File: config.mk
export PLATFORM = sky130hd
export DESIGN_NAME = rx_hex_ctrl
export DESIGN_NICKNAME = d
export VERILOG_FILES = /design/src/rtl/rx_hex_ctrl.sv
export SDC_FILE = /design/constraint.sdc
export NUM_CORES = 1
export LEC_CHECK = 0
export BUFFER_PORTS_ARGS = -buffer_cell sky130_fd_sc_hd__buf_2
export CAP_MARGIN = 20
export CORE_MARGIN = 4
export CORE_UTILIZATION = 30
export CTS_BUF_LIST = sky130_fd_sc_hd__clkbuf_4
export CTS_CLUSTER_SIZE = 12
export DETAILED_ROUTE_END_ITERATION = 10
export RECOVER_POWER = 100
export SETUP_SLACK_MARGIN = 0.1
export SLEW_MARGIN = 10
export SYNTH_ARGS = -nofsm -noshare
export SYNTH_HDL_FRONTEND = slang
export SYNTH_SLANG_ARGS = --single-unit
File: constraint.sdc
create_clock -name i_clk -period 2.1 [get_ports i_clk]
set_input_delay 0.105 -clock i_clk [delete_from_list [all_inputs] [get_ports i_clk]]
set_output_delay 0.105 -clock i_clk [all_outputs]
set_load 0.03 [all_outputs]
File: src/rtl/rx_hex_ctrl.sv
// rx_hex_ctrl: receive-side controller between uart_rx and x7segb.
// Takes each flagged byte, acknowledges it with a one-cycle rdrf_clr pulse,
// shifts ASCII hex digits into an accumulator and commits it to the display
// on carriage return. Frame-errored and illegal bytes bump a saturating counter.
module rx_hex_ctrl #(
    parameter int unsigned DIGITS = 4,
    parameter int unsigned ERR_W  = 8,
    parameter int unsigned RETRY  = 15
) (
    input  logic                  i_clk,
    input  logic                  i_clr,
    input  logic                  i_rdrf,
    input  logic [7:0]            i_rx_data,
    input  logic                  i_fe,
    output logic                  o_rdrf_clr,
    output logic [4*DIGITS-1:0]   o_disp_val,
    output logic                  o_commit,
    output logic [2:0]            o_digit_cnt,
    output logic [ERR_W-1:0]      o_err_cnt
);

    localparam int unsigned AccW   = 4 * DIGITS;
    localparam int unsigned RetryW = (RETRY < 1) ? 1 : $clog2(RETRY + 1);
    localparam logic [7:0]  ChCr   = 8'h0D;
    localparam logic [7:0]  ChLf   = 8'h0A;
    localparam logic [7:0]  ChEsc  = 8'h1B;

    typedef enum logic [1:0] {StIdle, StDecode, StClear, StWait} state_e;

    state_e             r_state,     w_state_d;
    logic [7:0]         r_byte,      w_byte_d;
    logic               r_fe,        w_fe_d;
    logic [AccW-1:0]    r_acc,       w_acc_d;
    logic [AccW-1:0]    r_disp,      w_disp_d;
    logic [2:0]         r_digit_cnt, w_digit_d;
    logic [ERR_W-1:0]   r_err_cnt,   w_err_d;
    logic [RetryW-1:0]  r_retry,     w_retry_d;
    logic               r_rdrf_clr,  w_rdrf_clr_d;
    logic               r_commit,    w_commit_d;

    logic               w_is_hex;
    logic [3:0]         w_nibble;
    logic [ERR_W-1:0]   w_err_inc;
    logic [AccW-1:0]    w_acc_shift;

    // Classify the captured byte as a hex digit and extract its value.
    always_comb begin
        w_is_hex = 1'b0;
        w_nibble = 4'h0;
        if (r_byte >= 8'h30 && r_byte <= 8'h39) begin
            w_is_hex = 1'b1;
            w_nibble = r_byte[3:0];
        end else if ((r_byte >= 8'h41 && r_byte <= 8'h46) ||
                     (r_byte >= 8'h61 && r_byte <= 8'h66)) begin
            w_is_hex = 1'b1;
            w_nibble = r_byte[3:0] + 4'd9;
        end
    end

    // Saturating error increment; shift-in keeps the newest DIGITS nibbles.
    assign w_err_inc   = (r_err_cnt == '1) ? r_err_cnt : r_err_cnt + ERR_W'(1);
    assign w_acc_shift = (r_acc << 4) | AccW'(w_nibble);

    // Next-state and next-register values for the FSM and datapath.
    always_comb begin
        w_state_d    = r_state;
        w_byte_d     = r_byte;
        w_fe_d       = r_fe;
        w_acc_d      = r_acc;
        w_disp_d     = r_disp;
        w_digit_d    = r_digit_cnt;
        w_err_d      = r_err_cnt;
        w_retry_d    = r_retry;
        w_rdrf_clr_d = 1'b0;
        w_commit_d   = 1'b0;
        unique case (r_state)
            StIdle: begin
                if (i_rdrf) begin
                    w_byte_d  = i_rx_data;
                    w_fe_d    = i_fe;
                    w_state_d = StDecode;
                end
            end
            StDecode: begin
                w_state_d    = StClear;
                w_rdrf_clr_d = 1'b1;
                if (r_fe) begin
                    // A frame error outranks whatever the byte looks like.
                    w_err_d = w_err_inc;
                end else if (w_is_hex) begin
                    w_acc_d = w_acc_shift;
                    if (r_digit_cnt < 3'(DIGITS)) begin
                        w_digit_d = r_digit_cnt + 3'd1;
                    end
                end else if (r_byte == ChCr) begin
                    if (r_digit_cnt != 3'd0) begin
                        w_disp_d   = r_acc;
                        w_commit_d = 1'b1;
                        w_acc_d    = '0;
                        w_digit_d  = 3'd0;
                    end
                end else if (r_byte == ChEsc) begin
                    w_acc_d   = '0;
                    w_digit_d = 3'd0;
                end else if (r_byte != ChLf) begin
                    w_err_d = w_err_inc;
                end
            end
            StClear: begin
                w_state_d = StWait;
                w_retry_d = '0;
            end
            StWait: begin
                if (!i_rdrf) begin
                    w_state_d = StIdle;
                end else if (r_retry == RetryW'(RETRY)) begin
                    // uart_rx missed the clear; pulse it again.
                    w_state_d    = StClear;
                    w_rdrf_clr_d = 1'b1;
                end else begin
                    w_retry_d = r_retry + RetryW'(1);
                end
            end
            default: w_state_d = StIdle;
        endcase
    end

    // State and datapath registers with synchronous reset.
    always_ff @(posedge i_clk) begin
        if (i_clr) begin
            r_state     <= StIdle;
            r_byte      <= '0;
            r_fe        <= 1'b0;
            r_acc       <= '0;
            r_disp      <= '0;
            r_digit_cnt <= '0;
            r_err_cnt   <= '0;
            r_retry     <= '0;
            r_rdrf_clr  <= 1'b0;
            r_commit    <= 1'b0;
        end else begin
            r_state     <= w_state_d;
            r_byte      <= w_byte_d;
            r_fe        <= w_fe_d;
            r_acc       <= w_acc_d;
            r_disp      <= w_disp_d;
            r_digit_cnt <= w_digit_d;
            r_err_cnt   <= w_err_d;
            r_retry     <= w_retry_d;
            r_rdrf_clr  <= w_rdrf_clr_d;
            r_commit    <= w_commit_d;
        end
    end

    assign o_rdrf_clr  = r_rdrf_clr;
    assign o_disp_val  = r_disp;
    assign o_commit    = r_commit;
    assign o_digit_cnt = r_digit_cnt;
    assign o_err_cnt   = r_err_cnt;

endmodule

Word-level counts from Yosys, hierarchy flattened
Cells that the tools add are included.
{"block": "totals", "regBits": 60, "input_bits": 12, "word_cells": 90, "out_inout_bits": 29}
{"block": "op_classes", "eq_ne": 17, "n_mux": 30, "addsub": 4, "magnitude_cmp": 7, "bitwise": 5, "reduce_logical": 17}
{"operator": "$mux 16", "count": 4}
{"operator": "$mux 8", "count": 6}
{"operator": "$ge 8x7->1 const B", "count": 2}
{"operator": "$le 8x7->1 const B", "count": 2}
{"operator": "$mux 4", "count": 4}
{"operator": "$or 16x4->16", "count": 1}
{"operator": "$mux 3", "count": 5}
{"operator": "$reduce_and 5->1", "count": 3}
{"operator": "$ne 2x2->1 const B", "count": 6}
{"operator": "$add 8x1->8 const B", "count": 1}
{"operator": "$eq 8x4->1 const B", "count": 1}
{"operator": "$eq 8x5->1 const B", "count": 1}
{"operator": "$eq 8x8->1 const B", "count": 1}
{"operator": "$ge 8x6->1 const B", "count": 1}
{"operator": "$le 8x6->1 const B", "count": 1}
{"operator": "$ne 8x4->1 const B", "count": 1}
{"operator": "$pmux 2 s4", "count": 1}
{"operator": "$pmux 4 s2", "count": 1}
{"operator": "$mux 2", "count": 3}
{"operator": "$reduce_bool 3->1", "count": 2}
{"operator": "$mux 1", "count": 5}
{"operator": "$reduce_or 5->1", "count": 1}
{"operator": "$add 4x1->4 const B", "count": 1}
{"operator": "$add 4x4->4 const B", "count": 1}
{"operator": "other kinds (17)", "count": 25}

Depth between registers and ports, before layout
Gate-level depths: netlist of the first run.
{"block": "logic_depth", "ltp_word": 7, "mapped_depth": 9, "depth_no_buf": 7}

Worst setup path before layout of the first run
OpenSTA, ideal clock, no wires.
{"block": "synth_path", "path_type": "flip-flop to flip-flop", "start": "register r_byte[0]", "end": "register r_acc[10]", "t_arrival_ps": 1853, "stages_incl_launch_ff": 10, "synth_period_minus_slack_ps": 1970, "required_ps": 1983, "n_path_buf": 2, "path_slack_ps": 130, "path_cell_list": "dfxtp_1 inv_1 ha_1 inv_1 o311ai_2 nand2_2 and3_1 buf_2 buf_6 a22o_1"}
{"block": "synth_via", "elab_chain_cells": 7}
{"item": "start, declared", "line": "31", "text": "logic [7:0] r_byte, w_byte_d;"}
{"item": "start signal, assigned", "line": "143", "text": "r_byte <= w_byte_d;"}
{"item": "$ge 8x7->1 (tied with other cells)", "line": "53", "text": "end else if ((r_byte >= 8'h41 && r_byte <= 8'h46) ||"}
{"item": "$logic_and 1x1->1, on equally long branches", "line": "53, 54"}
{"item": "$logic_or 1x1->1", "line": "53"}
{"item": "$mux 1", "line": "53"}
{"item": "$mux 1", "line": "50", "text": "if (r_byte >= 8'h30 && r_byte <= 8'h39) begin"}
{"item": "$ne 3x2->1 (no source line) / $reduce_bool 3->1 (equally long branches)"}
{"item": "$reduce_and 4->1 (no source line)"}
{"item": "end signal, assigned", "line": "145", "text": "r_acc <= w_acc_d;"}
{"item": "end, declared", "line": "33", "text": "logic [AccW-1:0] r_acc, w_acc_d;"}
Several ways; a longest one is shown, not always the timed one.
A chain may end at the register's enable or synchronous reset.

Final worst setup path of the first run
{"block": "layout_path", "start": "register r_byte[0]", "end": "register r_err_cnt[3] (netlist: o_err_cnt[3])"}
{"block": "layout_via", "elab_chain_cells": 7}
{"item": "$ge 8x7->1 (tied with other cells)", "line": "53"}
{"item": "$logic_and 1x1->1, on equally long branches", "line": "53, 54"}
{"item": "$logic_or 1x1->1", "line": "53"}
{"item": "$mux 1", "line": "53"}
{"item": "$mux 1", "line": "50"}
{"item": "$ne 2x2->1 (no source line)"}
{"item": "$reduce_and 5->1 (no source line) (*)"}
{"item": "end signal, assigned", "line": "148", "text": "r_err_cnt <= w_err_d;"}
{"item": "end, declared", "line": "36", "text": "logic [ERR_W-1:0] r_err_cnt, w_err_d;"}
Mark *: on every way between the ends. The rest lies on a longest branch, timed or not.

==> results.py, run 1 <==
metrics = {
    "status": {
        "run_status": "finished clean",
    },
    "grt": {
        "grt_overflow_total": 0,
        "grt_antenna_before_repair": 0,
        "first_pass_grt_wire_length_um": 9870,
        "grt_use_total": 0.120,
        "grt_max_degree": 43,
        "number_of_global_route_vias_before_repair": 2125,
    },
    "logic_synthesis": {
        "synthArstFlopShare": 0,
        "ys_types": 55,
        "yosys_warnings": 0,
        "syn-instance-count": 264,
        "syn_area_sq_um": 2670,
        "dominantRegCellSynth": "dfxtp_1",
        "postSynthRegisterBits": 60,
        "ys_seq_area_frac": 0.450,
        "synth_nets": 284,
        "synth.avg_cell_area_sq_um": 10.1,
        "synth-edff-count": 0,
    },
    "critical_path": {
        "setup_slack_of_the_most_critical_reg_to_reg_path_ps": 130,
        "worstSetupStartpointType": "flip-flop",
        "timing.critical_path.required_ps": 2370,
        "kind_of_critical_path": "flip-flop to flip-flop",
        "rr_startpoint": "r_byte[0]$_SDFFE_PP0P_",
        "start_point_of_the_critical_path": "r_byte[0]$_SDFFE_PP0P_",
        "worstSetupEndpointType": "flip-flop",
        "worstPathMaxFanout": 6,
        "cp_data_arrival_time_ps": 2240,
    },
    "timing": {
        "final.period_utilization": 0.938,
        "timing_worst_slew_pin_value_ps": 969,
        "max_clock_freq_mhz": 508,
        "slew_viol_final": 0,
        "timing.final.setup_violations": 0,
        "final_hold_violating_endpoints": 0,
        "timing.clock.skew_ps": 16.4,
        "grt_setup_unrepaired": "true",
        "slew-limit-headroom": 0.352,
        "finalCriticalPeriod_ps": 1970,
        "setup_tns_ps": 0,
    },
    "finish": {
        "filler_cell_count": 873,
        "final_design_area_no_fill_sq_um": 3450,
        "finalNetCount": 359,
        "antenna_cells": 0,
        "area_growth_pct": 29.4,
        "layout-drive-gt1-share": 0.259,
        "fin_util": 0.397,
    },
    "drt": {
        "viasPerCell": 4.92,
        "drc_errors": 0,
        "drt-initial-drc-count": 42,
        "drt_first_pass_iters": 4,
        "route.vias.total": 2222,
        "antenna_left": 0,
        "drt-total-wl_um": 6130,
        "wire_per_inst_um": 13.6,
    },
    "die": {
        "ios": 41,
        "die_x_extent_um": 102,
        "placeableCoreArea_sq_um": 8680,
        "initial_utilization": 0.307,
        "std_cell_rows": 34,
        "die_height_um": 102,
        "floorplan.die_area_sq_um": 10500,
    },
    "placed_design": {
        "dpl-instance-area_sq_um": 3070,
        "gp_congestion": 0.858,
        "dpl.hpwl_um": 3960,
        "placement.io_buffers": 40,
    },
    "clock_tree": {
        "h-tree-depth": 3,
        "path_clk_slew_ps": 110,
        "max_root_sink_buffers": 2,
        "cts_buffers": 9,
        "cts_tree": "yes",
        "clk_root_buffer_cell": "clkbuf_4",
        "numClockSinks": 60,
        "clk_latency_ps": 410,
    },
    "worst_hold_path": {
        "holdCritStartpoint": "i_clr",
        "worst_hold_path_type": "primary input to flip-flop",
    },
    "power_and_ir_drop": {
        "ir_drop_v": 0.000267,
        "power_density_nw_per_um2": 658,
        "leakage_nw": 1.27,
    },
    "flow_run": {
        "max_cap_violations": 0,
    },
}
cell type report:
class	count	area, sq um	share of cell area
inverters	9	38.8	0.0112
repair buffers	76	457	0.132
well taps	108	135	0.0392
clock buffers	9	67.6	0.0196
multi-input cells	183	1470	0.425
flip-flops and latches	60	1210	0.350
clock inverters	7	76.3	0.0221
metal layers:
metal  global-route usage  wire length [um]  vias up
met3               0.0348               287       10
met1                0.145              2810     1039
met4               0.0575               114        0
met2                0.194              2910       44
li1                     -                 -     1129
met5                    0                 0        -
state kept, by name, summed over array words and instances, names as in the netlist:
register     count
o_disp_val      16
r_acc           16
o_err_cnt        8
r_byte           8
r_retry          4
o_digit_cnt      3
r_state          2
o_commit         1
o_rdrf_clr       1
r_fe             1
stage by stage:
stage	setup slack (ps)	hold slack (ps)	total power, mW	cells
floorplan	130	241	1.35	264
global placement	25.6	339	1.42	418
detailed placement	-56.5	349	1.42	418
CTS	104	78.5	2.29	448
global route	54.7	104	2.38	452
finish	131	103	2.27	452
cells in the final DEF, fill, tap and decap left out, drive strengths merged, types with 3 or more instances in the layout:
master / n
nand2: 12
nor2: 32
buf: 32
inv: 10
clkbuf: 43
o21ai: 9
mux2i: 27
clkinv: 3
nand3: 10
dlygate4sd3: 10
a21oi: 17
ha: 8
o31ai: 6
or4: 6
dfxtp: 60
a22o: 15
and3: 4
where the power goes:
| group | switching (mW) | total, mW | internal (mW) |
|---|---|---|---|
| Sequential | 0.0273 | 1.19 | 1.16 |
| Clock | 0.459 | 0.827 | 0.368 |
| Combinational | 0.142 | 0.256 | 0.115 |
path summary, 6_finish.rpt:
check | end | depth (start not counted)
setup / recovery | o_err_cnt[3]$_SDFFE_PP0P_ | 9
hold reg to reg | r_acc[1]$_SDFFE_PP0P_ | 2
setup reg to reg | o_err_cnt[3]$_SDFFE_PP0P_ | 9
hold / removal | o_rdrf_clr$_SDFF_PP0_ | 4
synth_stat cells (2+ instances only):
cell type | instances | area share
buf_6 | 4 | 0.017
nand3_1 | 10 | 0.019
mux2i_1 | 27 | 0.10
nand2b_1 | 2 | 0.0047
nand2_1 | 11 | 0.015
dfxtp_1 | 60 | 0.45
nor2_1 | 30 | 0.042
or3_1 | 2 | 0.0047
o21ai_0 | 8 | 0.015
buf_2 | 3 | 0.0056
or4_1 | 6 | 0.017
and3_1 | 4 | 0.0094
a22oi_1 | 2 | 0.0056
inv_1 | 8 | 0.011
a22o_1 | 15 | 0.049
nor3_1 | 2 | 0.0038
clkbuf_1 | 5 | 0.0070
o311a_1 | 2 | 0.0075
o31ai_1 | 6 | 0.017
ha_1 | 8 | 0.038
a21oi_1 | 15 | 0.028
worst max-delay path, stage by stage (launching register included):
cell      delay (ps)
dfxtp_4          390
inv_4             50
ha_4             150
mux2_4           260
a22oi_2          160
o41ai_2           90
clkbuf_1         200
clkbuf_4         180
o31ai_1          290
a21oi_2           80
what timing repair did:
action,4_1_cts,5_1_grt
setup buffers,3,3
setup endpoints to repair,6,23
gates cloned,1,1
gates resized for setup,9,29
pin swaps,6,17
hold buffers,10,0
hold endpoints to repair,11,0
logic make-up after synthesis:
logic type	count (synthesis)	share of synthesized area
AND/OR/NAND/NOR	82	0.172
AO/OA/AOI/OAI	63	0.186
flip-flops	60	0.450
multiplexers	28	0.106
buffers and inverters	22	0.0450
adder cells (fa/ha/maj)	8	0.0375
XOR/XNOR	1	0.00329
(Power assumes the default switching activity.)
==> inputs of run 2 (changes only) <==
--- a/config.mk
+++ b/config.mk
@@ -7,11 +7,14 @@
 export LEC_CHECK = 0
 export BUFFER_PORTS_ARGS = -buffer_cell sky130_fd_sc_hd__buf_2
 export CAP_MARGIN = 20
+export CELL_PAD_IN_SITES_DETAIL_PLACEMENT = 1
+export CELL_PAD_IN_SITES_GLOBAL_PLACEMENT = 1
 export CORE_MARGIN = 4
 export CORE_UTILIZATION = 30
 export CTS_BUF_LIST = sky130_fd_sc_hd__clkbuf_4
 export CTS_CLUSTER_SIZE = 12
 export DETAILED_ROUTE_END_ITERATION = 10
+export PLACE_DENSITY_LB_ADDON = 0.1
 export RECOVER_POWER = 100
 export SETUP_SLACK_MARGIN = 0.1
 export SLEW_MARGIN = 10
==> run 2 against run 1 <==
Against the previous run: maximum frequency decreased by 4.1%; sequential power about the same; via count is 3.6% higher; count of clock-buffer cells in the layout is the same; setup slack worse by 85 ps; critical path type unchanged; combinational power is 13% higher; non-clock buffer count is 9 higher; clock skew hardly changed; critical endpoint is now o_err_cnt[1]$_SDFFE_PP0P_; sequential cell count stayed put.
==> results.py, run 2 (same netlist as run 1, synthesis figures left out) <==
metrics = {
    "power_and_ir_drop": {
        "ir_drop_v": 0.000239,
        "internal_power_mw": 1.90,
        "comb_power_share": 0.114,
        "switching_share": 0.253,
        "power_density_nw_per_um2": 706,
        "clock_power_share": 0.416,
        "netSwitchingPower_mw": 0.642,
        "leakage_nw": 1.34,
        "share_seq_of_total_power": 0.469,
    },
    "finish": {
        "finalNetCount": 368,
        "layout_common_cells": "dfxtp_1 (57), clkbuf_1 (35), nor2_1 (30)",
        "fin_util": 0.414,
        "antenna_cells": 0,
        "layout-drive-gt1-share": 0.255,
        "area_growth_pct": 34.8,
        "most_common_cell_after_layout_fill_and_taps_aside": "dfxtp_1",
    },
    "grt": {
        "number_of_global_route_vias_before_repair": 2222,
        "grt_antenna_before_repair": 0,
        "first_pass_grt_wire_length_um": 11600,
        "grt_use_total": 0.143,
        "grt_overflow_total": 0,
        "grt_max_degree": 43,
    },
    "clock_tree": {
        "cts_tree": "yes",
        "cts_buffers": 9,
        "h-tree-depth": 3,
        "path_clk_slew_ps": 110,
        "max_root_sink_buffers": 2,
        "clk_root_buffer_cell": "clkbuf_4",
        "clk_latency_ps": 410,
        "numClockSinks": 60,
    },
    "drt": {
        "route.vias.total": 2301,
        "drt_first_pass_iters": 4,
        "drc_errors": 0,
        "wire_per_inst_um": 15.1,
        "drt-total-wl_um": 6970,
        "antenna_left": 0,
        "drt-initial-drc-count": 73,
        "viasPerCell": 4.99,
    },
    "status": {
        "run_status": "finished clean",
    },
    "die": {
        "std_cell_rows": 34,
        "floorplan.die_area_sq_um": 10500,
        "placeableCoreArea_sq_um": 8680,
        "die_height_um": 102,
        "initial_utilization": 0.307,
        "ios": 41,
        "die_x_extent_um": 102,
    },
    "timing": {
        "grt_setup_unrepaired": "true",
        "timing.clock.skew_ps": 15.9,
        "timing_worst_slew_pin_value_ps": 690,
        "setup_tns_ps": 0,
        "finalHoldWorstSlack_ps": 108,
        "finalCriticalPeriod_ps": 2050,
        "slew-limit-headroom": 0.540,
        "final.period_utilization": 0.978,
        "slew_viol_final": 0,
        "final_hold_violating_endpoints": 0,
        "timing.final.setup_violations": 0,
        "max_clock_freq_mhz": 487,
    },
    "critical_path": {
        "kind_of_critical_path": "flip-flop to flip-flop",
        "worstSetupStartpointType": "flip-flop",
        "timing.critical_path.required_ps": 2450,
        "worstPathMaxFanout": 6,
        "cp_data_arrival_time_ps": 2400,
        "worstSetupEndpointType": "flip-flop",
    },
    "placed_design": {
        "placement.io_buffers": 40,
        "gp_congestion": 0.773,
        "dpl.hpwl_um": 4620,
    },
    "flow_run": {
        "max_cap_violations": 0,
    },
    "worst_hold_path": {
        "worst_hold_path_type": "primary input to flip-flop",
    },
}
## run 2: cell type report
cell class | instances | area [sq um]
timing repair buffer | 85 | 554
clock buffer | 9 | 67.6
fill | 1019 | 5080
clock inverter | 7 | 115
sequential | 60 | 1210
multi-input combinational | 183 | 1480
inverter | 9 | 38.8
tap | 108 | 135
## run 2: power groups by stage
stage                     clock network [mW]  logic, mW  registers (mW)
after floorplan                            0      0.135            1.21
after global placement                     0      0.223            1.21
after detailed placement                   0      0.229            1.21
after CTS                               1.10      0.278            1.19
after global routing                    1.15      0.318            1.20
final                                   1.06      0.290            1.19
## run 2: worst max-delay path, cell delays in order (launching register included)
cell     delay, ps
dfxtp_4        430
inv_6           60
ha_4           140
mux2_4         270
a22oi_2        210
o41ai_4        100
buf_6          150
buf_6          110
or3b_1         380
a21oi_2        140
## run 2: per-layer routing
| layer | share of wire | wire, um | GRT usage | up-vias |
|---|---|---|---|---|
| met5 | 0 | 0 | 0 | - |
| met4 | 0.011 | 80 | 0.0454 | 0 |
| met3 | 0.037 | 255 | 0.0375 | 7 |
| met2 | 0.47 | 3250 | 0.214 | 32 |
| met1 | 0.49 | 3380 | 0.200 | 1118 |
| li1 | - | - | - | 1144 |
## run 2: repair_timing
item / CTS / global route
resized for setup: 18 / 18
pin swaps: 17 / 10
buffers inserted: 9 / 3
hold buffers: 10 / 0
endpoints found under the setup margin: 25 / 26
gates cloned: 1 / 0
endpoints found under the hold margin: 11 / 0
## run 2: final timing paths
check / start / end / slack, ps / cells after the start
max: r_byte[0]$_SDFFE_PP0P_ / o_err_cnt[1]$_SDFFE_PP0P_ / 50 / 9
min: i_clr / o_rdrf_clr$_SDFF_PP0_ / 110 / 4
max reg2reg: r_byte[0]$_SDFFE_PP0P_ / o_err_cnt[1]$_SDFFE_PP0P_ / 50 / 9
min reg2reg: r_acc[1]$_SDFFE_PP0P_ / r_acc[1]$_SDFFE_PP0P_ / 490 / 2
## run 2: through the flow
step / worst slack [ps] / cells / power, mW / instance area, sq um
2_1_floorplan: 130 / 264 / 1.35 / 2670
3_3_place_gp: -167 / 421 / 1.43 / 3110
3_5_place_dp: -187 / 422 / 1.44 / 3110
4_1_cts: 64.5 / 458 / 2.57 / 3570
5_1_grt: -18.2 / 461 / 2.67 / 3590
6_report: 46.3 / 461 / 2.54 / 3590
==> inputs of run 3 (changes only) <==
--- a/config.mk
+++ b/config.mk
@@ -16,7 +16,7 @@
 export DETAILED_ROUTE_END_ITERATION = 10
 export PLACE_DENSITY_LB_ADDON = 0.1
 export RECOVER_POWER = 100
-export SETUP_SLACK_MARGIN = 0.1
+export SETUP_SLACK_MARGIN = 0.2
 export SLEW_MARGIN = 10
 export SYNTH_ARGS = -nofsm -noshare
 export SYNTH_HDL_FRONTEND = slang
==> run 3 against run 2 <==
Against the previous run: die area is the same; non-clock buffer count grew 3; sequential share of layout area grew 0.41 points; global-route usage shrank 0.34 points; core utilization shrank 0.37 points; critical endpoint is now o_err_cnt[2]$_SDFFE_PP0P_.
==> results.py, run 3 (same netlist as run 1, synthesis figures left out) <==
metrics = {
    "placed_design": {
        "place.detailed.instances": 415,
        "dpl.hpwl_um": 4510,
        "gp_congestion": 0.766,
        "placement.io_buffers": 40,
    },
    "finish": {
        "antenna_cells": 0,
        "layout_common_cells": "dfxtp_1 (56), nor2_1 (32), clkbuf_1 (32)",
        "final_cell_count_no_fill": 463,
        "finalNetCount": 370,
        "area_growth_pct": 33.6,
        "layout-drive-gt1-share": 0.270,
        "fin_util": 0.410,
        "most_common_cell_after_layout_fill_and_taps_aside": "dfxtp_1",
    },
    "power_and_ir_drop": {
        "power_density_nw_per_um2": 652,
        "ir_drop_v": 0.000402,
        "switching_share": 0.282,
        "comb_power_share": 0.123,
        "leakage_nw": 1.36,
        "clock_power_share": 0.365,
        "share_seq_of_total_power": 0.513,
        "internal_power_mw": 1.67,
        "netSwitchingPower_mw": 0.655,
    },
    "clock_tree": {
        "clk_latency_ps": 420,
        "max_root_sink_buffers": 2,
        "numClockSinks": 60,
        "cts_tree": "yes",
        "h-tree-depth": 3,
        "path_clk_slew_ps": 130,
        "clk_root_buffer_cell": "clkbuf_4",
        "cts_buffers": 9,
    },
    "worst_hold_path": {
        "min_path_cells": 4,
        "worst_hold_path_type": "primary input to flip-flop",
    },
    "grt": {
        "number_of_global_route_vias_before_repair": 2281,
        "grt_max_degree": 43,
        "first_pass_grt_wire_length_um": 11300,
        "grt_overflow_total": 0,
        "grt_use_total": 0.139,
        "grt_antenna_before_repair": 0,
    },
    "critical_path": {
        "timing.critical_path.required_ps": 2430,
        "kind_of_critical_path": "flip-flop to flip-flop",
        "cp_data_arrival_time_ps": 2350,
        "worstPathMaxFanout": 5,
        "worstSetupEndpointType": "flip-flop",
        "worstSetupStartpointType": "flip-flop",
        "r2r_cells": 8,
    },
    "timing": {
        "slew-limit-headroom": 0.346,
        "slew_viol_final": 0,
        "final_hold_violating_endpoints": 0,
        "timing.clock.skew_ps": 28.6,
        "final.period_utilization": 0.964,
        "setup_tns_ps": 0,
        "max_clock_freq_mhz": 494,
        "finalCriticalPeriod_ps": 2020,
        "timing.final.setup_violations": 0,
        "grt_setup_unrepaired": "true",
        "timing_worst_slew_pin_value_ps": 977,
    },
    "drt": {
        "antenna_left": 0,
        "met2WireLength_um": 3310,
        "drc_errors": 0,
        "drt_first_pass_iters": 7,
        "dr_wl_met3_um": 222,
        "wire_per_inst_um": 15.1,
        "route.vias.total": 2285,
        "drt-initial-drc-count": 44,
        "drt-total-wl_um": 6970,
        "drt-met1-wl_um": 3340,
        "topRoutingLayerUsed": "met4",
        "viasPerCell": 4.94,
    },
    "status": {
        "run_status": "finished clean",
    },
    "die": {
        "ios": 41,
        "placeableCoreArea_sq_um": 8680,
        "floorplan.die_area_sq_um": 10500,
        "die_height_um": 102,
        "die_x_extent_um": 102,
        "initial_utilization": 0.307,
        "std_cell_rows": 34,
    },
    "flow_run": {
        "max_cap_violations": 0,
    },
}
run 3: through the flow:
step	instance area (sq um)	hold slack [ps]	setup slack, ps	total power, mW
3_5_place_dp	3060	349	-183	1.43
3_3_place_gp	3060	338	-105	1.42
2_1_floorplan	2680	241	208	1.35
4_1_cts	3550	73.5	56.3	2.36
5_1_grt	3560	101	5.80	2.44
6_report	3560	79.7	75.2	2.32
run 3: layout make-up:
cell class                      instances  area (sq um)
Multi-Input combinational cell        182          1440
Inverter                                9          36.3
Sequential cell                        60          1210
Fill cell                            1027          5120
Clock buffer                            9          67.6
Clock inverter                          7          73.8
Tap cell                              108           135
Timing Repair Buffer                   88           597
run 3: what timing repair did:
item                                   4_1_cts  5_1_grt
hold buffers                                10        0
setup buffers                               17        5
endpoints found under the hold margin       12        0
setup endpoints to repair                   26       33
pin swaps                                   20       12
gates resized for setup                     21       17
run 3: worst paths after layout:
kind              slack [ps]                         to              startpoint
setup / recovery          80  o_err_cnt[2]$_SDFFE_PP0P_  r_byte[0]$_SDFFE_PP0P_
hold reg to reg          500     r_acc[13]$_SDFFE_PP0P_  r_acc[13]$_SDFFE_PP0P_
hold / removal            80      o_rdrf_clr$_SDFF_PP0_                   i_clr
setup reg to reg          80  o_err_cnt[2]$_SDFFE_PP0P_  r_byte[0]$_SDFFE_PP0P_
run 3: power groups by stage:
| stage | clock network, mW | logic (mW) | registers (mW) |
|---|---|---|---|
| finish | 0.847 | 0.285 | 1.19 |
| CTS | 0.890 | 0.279 | 1.19 |
| global route | 0.931 | 0.314 | 1.20 |
| floorplan | 0 | 0.139 | 1.21 |
| detailed placement | 0 | 0.211 | 1.21 |
| global placement | 0 | 0.206 | 1.21 |
run 3: per-layer routing:
metal / up-vias / track usage
met2: 29 / 0.220
met1: 1102 / 0.182
met4: 0 / 0.0464
met3: 9 / 0.0410
li1: 1145 / -
met5: - / 0
run 3: worst max-delay path, cell delays in order (launching register included):
cell	delay [ps]
dfxtp_4	370
buf_6	120
ha_4	170
buf_6	120
o311ai_4	230
a21oi_2	140
buf_2	180
or4_4	490
a21oi_2	140
